**src/rtl/io_led_switch_port.sv**
```systemverilog
// io_led_switch_port: LED output register and debounced switch input port.
// The CPU writes the LEDs and reads switch state and a sticky "switches changed" flag.
module io_led_switch_port #(
    parameter int DB_LIMIT = 500000,
    parameter int DB_W     = 20
) (
    input  logic        clock,
    input  logic        reset,
    input  logic        led_cs,
    input  logic        sw_cs,
    input  logic [1:0]  io_addr,
    input  logic [15:0] io_wdata,
    output logic [15:0] io_rdata,
    input  logic [23:0] switch_in,
    output logic [23:0] led_out
);
    localparam logic [DB_W-1:0] CNT_LAST = DB_W'(DB_LIMIT - 1);

    logic [23:0]     led_q, led_d;
    logic [23:0]     sync1_q, sync2_q;
    logic [23:0]     cand_q, cand_d;
    logic [23:0]     stable_q, stable_d;
    logic [DB_W-1:0] cnt_q, cnt_d;
    logic            chg_q, chg_d;
    logic            same, accept;

    assign same   = sync2_q == cand_q;
    assign accept = same && (cnt_q == CNT_LAST);

    always_comb begin
        led_d = led_q;
        if (led_cs && io_addr == 2'd0) led_d[15:0] = io_wdata;
        if (led_cs && io_addr == 2'd1) led_d[23:16] = io_wdata[7:0];
        cand_d   = same ? cand_q : sync2_q;
        cnt_d    = !same ? '0 : accept ? cnt_q : cnt_q + 1'b1;
        stable_d = accept ? cand_q : stable_q;
        // A new accept on the same edge as a status read keeps the flag set.
        chg_d    = (accept && cand_q != stable_q) ? 1'b1 :
                   (sw_cs && io_addr == 2'd2) ? 1'b0 : chg_q;
    end

    always_ff @(posedge clock) begin
        if (!reset) begin
            led_q    <= '0;
            sync1_q  <= '0;
            sync2_q  <= '0;
            cand_q   <= '0;
            stable_q <= '0;
            cnt_q    <= '0;
            chg_q    <= 1'b0;
        end else begin
            led_q    <= led_d;
            sync1_q  <= switch_in;
            sync2_q  <= sync1_q;
            cand_q   <= cand_d;
            stable_q <= stable_d;
            cnt_q    <= cnt_d;
            chg_q    <= chg_d;
        end
    end

    always_comb begin
        io_rdata = 16'h0000;
        if (sw_cs)
            io_rdata = io_addr == 2'd0 ? stable_q[15:0] :
                       io_addr == 2'd1 ? {8'h00, stable_q[23:16]} :
                       io_addr == 2'd2 ? {15'h0, chg_q} : 16'h0000;
    end

    assign led_out = led_q;
endmodule

```
**config.mk**
```make
export PLATFORM = sky130hd
export DESIGN_NAME = io_led_switch_port
export DESIGN_NICKNAME = d
export VERILOG_FILES = /design/src/rtl/io_led_switch_port.sv
export SDC_FILE = /design/constraint.sdc
export NUM_CORES = 1
export LEC_CHECK = 0
export ABC_CLOCK_PERIOD_IN_PS = 2000
export BUFFER_PORTS_ARGS = -buffer_cell sky130_fd_sc_hd__buf_2
export CORE_ASPECT_RATIO = 2
export CORE_MARGIN = 3
export CORE_UTILIZATION = 55
export CTS_CLUSTER_SIZE = 12
export DETAILED_ROUTE_END_ITERATION = 10
export PLACE_DENSITY_LB_ADDON = 0.1
export SYNTH_ARGS = -nofsm -noshare
export SYNTH_HDL_FRONTEND = slang
export SYNTH_SLANG_ARGS = --single-unit
export TNS_END_PERCENT = 50
```
**constraint.sdc**
```tcl
create_clock -name clock -period 2 [get_ports clock]
set_input_delay 0.3 -clock clock [delete_from_list [all_inputs] [get_ports clock]]
set_output_delay 0.3 -clock clock [all_outputs]
set_load 0.05 [all_outputs]
```
==> impl_metrics.json <==
{
  "finalSetupTns_ps": -534,
  "final_common_cell": "dfxtp_1",
  "gp_congestion": 0.802,
  "antenna_found_initial": 0,
  "min-delay-start": "switch_in[19]",
  "rsz0062_at_grt": "yes",
  "cts_max_path_buffers": 2,
  "clockRootBuffer": "clkbuf_16",
  "p_per_area_nw_per_um2": 905,
  "synth_edf_count": 0,
  "drt_iter0_markers": 124,
  "cp_top_family": "simple AND/OR/NAND/NOR gates",
  "grt_pass1_wl_um": 18700,
  "max_stage_delay_ps": 420,
  "die-area_um2": 11100,
  "numCtsBuffers": 17,
  "clk_pin_slew_ps": 60,
  "grt_max_degree": 75,
  "crit_type": "reg2reg",
  "cp.arrival_ps": 2380,
  "setup_ws_ps": -92.7,
  "drtAntennaViolNets": 0,
  "worstSetupEndpointType": "flip-flop",
  "initial_utilization_pct": 57.2,
  "crit_fanout": 6,
  "peakVddDrop_mv": 0.801,
  "violations": "setup timing",
  "period_share_pct": 105,
  "hpwlAfterDp_um": 8060,
  "synth_fp_nets": 575,
  "drtPass1Iterations": 4,
  "h-tree-depth": 4,
  "drc": 0,
  "cp-start-kind": "flip-flop",
  "synth-seq-cells": 141,
  "met1_usage_pct": 20.8,
  "run_status": "finished, violations left",
  "hold_slack_ps": 94.9,
  "n_antenna_cell": 0,
  "die_height_um": 146,
  "tritoncts": "done",
  "grt_use_met3_pct": 4.63,
  "nets": 690,
  "async_flop_share_pct": 0,
  "worstHoldPathType": "in2reg",
  "cts.sinks": 141,
  "grt_remaining_overflow": 0,
  "fmax_ghz": 0.478,
  "synth_cell_types": 32,
  "core-area_um2": 9450,
  "synth_flop_cell": "dfxtp_1",
  "hold_viol": 0,
  "p_leak_nw": 2.99,
  "critical_path.cell_chain": "xor2_1 -> nor4_2 -> nand2_1 -> nor4_4 -> buf_4 -> buf_16 -> mux2i_1 -> nor2b_1",
  "drv_slew": 0,
  "period_needed_ps": 2090,
  "drive_above_1_share_pct": 26.5,
  "num_rows": 50,
  "vias": 3849,
  "ys_warn_count": 0,
  "grt.busiest_layer": "met2",
  "finalClockSkew_ps": 7.22,
  "area_delta_synth_final_pct": 26.6,
  "synth.avg_cell_area_um2": 10.2,
  "final_cell_mix": "136 x dfxtp_1, 85 x buf_2, 82 x and2_1, 44 x xor2_1, 42 x nand2_1",
  "met2_usage_pct": 41.1,
  "gr-usage-all-layers_pct": 21.2,
  "relSlewSlack_pct": 57.0,
  "yosysSeqAreaShare_pct": 52.3,
  "pin_count": 86,
  "avgViaCountPerCell": 4.90,
  "wl_per_cell_um": 14.4,
  "die_w_um": 76.1,
  "syn_area_um2": 5400,
  "io_buffer_count": 85,
  "critical_path_required_ps": 2290,
  "crit_slowest_cell": "nor4_2",
  "grt_pass1_vias": 4023,
  "tightestPinTransition_ps": 642,
  "routed_wl_um": 11300,
  "critPathLaunch": "cand_q[4]",
  "cp_num_buf_inv": 2,
  "maxCapViolCount": 0,
  "synthCells": 528,
  "setup_viol": 20,
  "clock_latency_ps": 410,
  "timing.rr.start": "cand_q[4]"
}
==> worst reg2reg max path: cells and delay by family, from the launching register on <==
family / cells / cell delay (ps)
xor+xnor: 1 / 180
buf+inv: 2 / 350
flops: 1 / 340
mux: 1 / 220
simple gates: 4 / 890
==> cell type report <==
cell class	instances	area, um^2
sequential	141	2830
clock inverter	15	129
multi-input combinational	363	2510
fill	668	2610
timing repair buffer	120	783
tap	130	163
clock buffer	17	425
==> sequential cells by signal, indices dropped and copies added, names as in the netlist <==
| name | cells |
|---|---|
| chg_q | 1 |
| stable_q | 24 |
| cand_q | 24 |
| sync2_q | 24 |
| sync1_q | 24 |
| cnt_q | 20 |
| led_out | 24 |
==> synth_stat cells (all sizes together), types with 2 or more instances <==
cell	count	area share (%)
nand3	10	0.93
nor2b	33	3.8
dfxtp	141	52
nand4	6	0.70
and2	82	9.5
nor4	11	1.8
o21ai	4	0.37
nand2	44	3.1
clkbuf	20	1.4
and3	9	1.0
xnor2	20	3.2
buf	4	0.72
and4	2	0.35
nor2	26	1.8
a21oi	3	0.28
a21boi	16	2.2
or3	3	0.37
nor3b	2	0.28
xor2	44	7.1
mux2i	41	7.6
==> final timing paths <==
check	endpoint	slack [ps]	cells after the start
setup / recovery	stable_q[2]	-90	8
setup reg to reg	stable_q[2]	-90	8
hold reg to reg	sync2_q[7]	430	1
hold / removal	sync1_q[19]	90	2
==> stage by stage <==
stage          setup WS [ps]  util [%]  area (um^2)  total power [mW]  std cells
2_1_floorplan            207         -         5400              3.20        528
3_3_place_gp            -225      64.9         6130              3.34        748
3_5_place_dp            -223      64.9         6130              3.35        748
4_1_cts                -23.6      71.9         6800              6.24        785
5_1_grt                 -173      72.4         6840              6.40        786
6_report               -92.7      72.4         6840              6.18        786
==> power by group <==
| part | internal (mW) | switching (mW) | leakage, nW | total [mW] |
|---|---|---|---|---|
| registers | 2.88 | 0.0351 | 1.15 | 2.92 |
| logic | 0.169 | 0.209 | 1.58 | 0.378 |
| clock network | 1.62 | 1.26 | 0.259 | 2.89 |
| total | 4.68 | 1.51 | 2.99 | 6.18 |
==> cell families (layout without fill, tap and decap cells) <==
kind of cell	after synthesis	count (layout)	share of synthesized area [%]
adders and majority gates	1	1	0.232
muxes	41	41	7.60
DFF	141	141	52.3
xor gates and xnor gates	64	64	10.4
and+or+nand+nor	233	233	24.4
buffers and inverters	24	152	2.11
AOI/OAI and AO/OA	24	24	3.04
==> what timing repair did <==
action,CTS,global route
pin swaps,5,0
buffers inserted,3,0
endpoints found under the hold margin,0,0
endpoints found under the setup margin,45,45
cloned,2,1
resized for setup,13,5
hold buffers,0,0
==> layer usage <==
| metal | vias to the layer above | routed length, um |
|---|---|---|
| met3 | 21 | 414 |
| met2 | 89 | 6550 |
| met1 | 1789 | 4070 |
| li1 | 1950 | - |
| met5 | - | 0 |
| met4 | 0 | 312 |
Power figures use the tool's default switching activity.
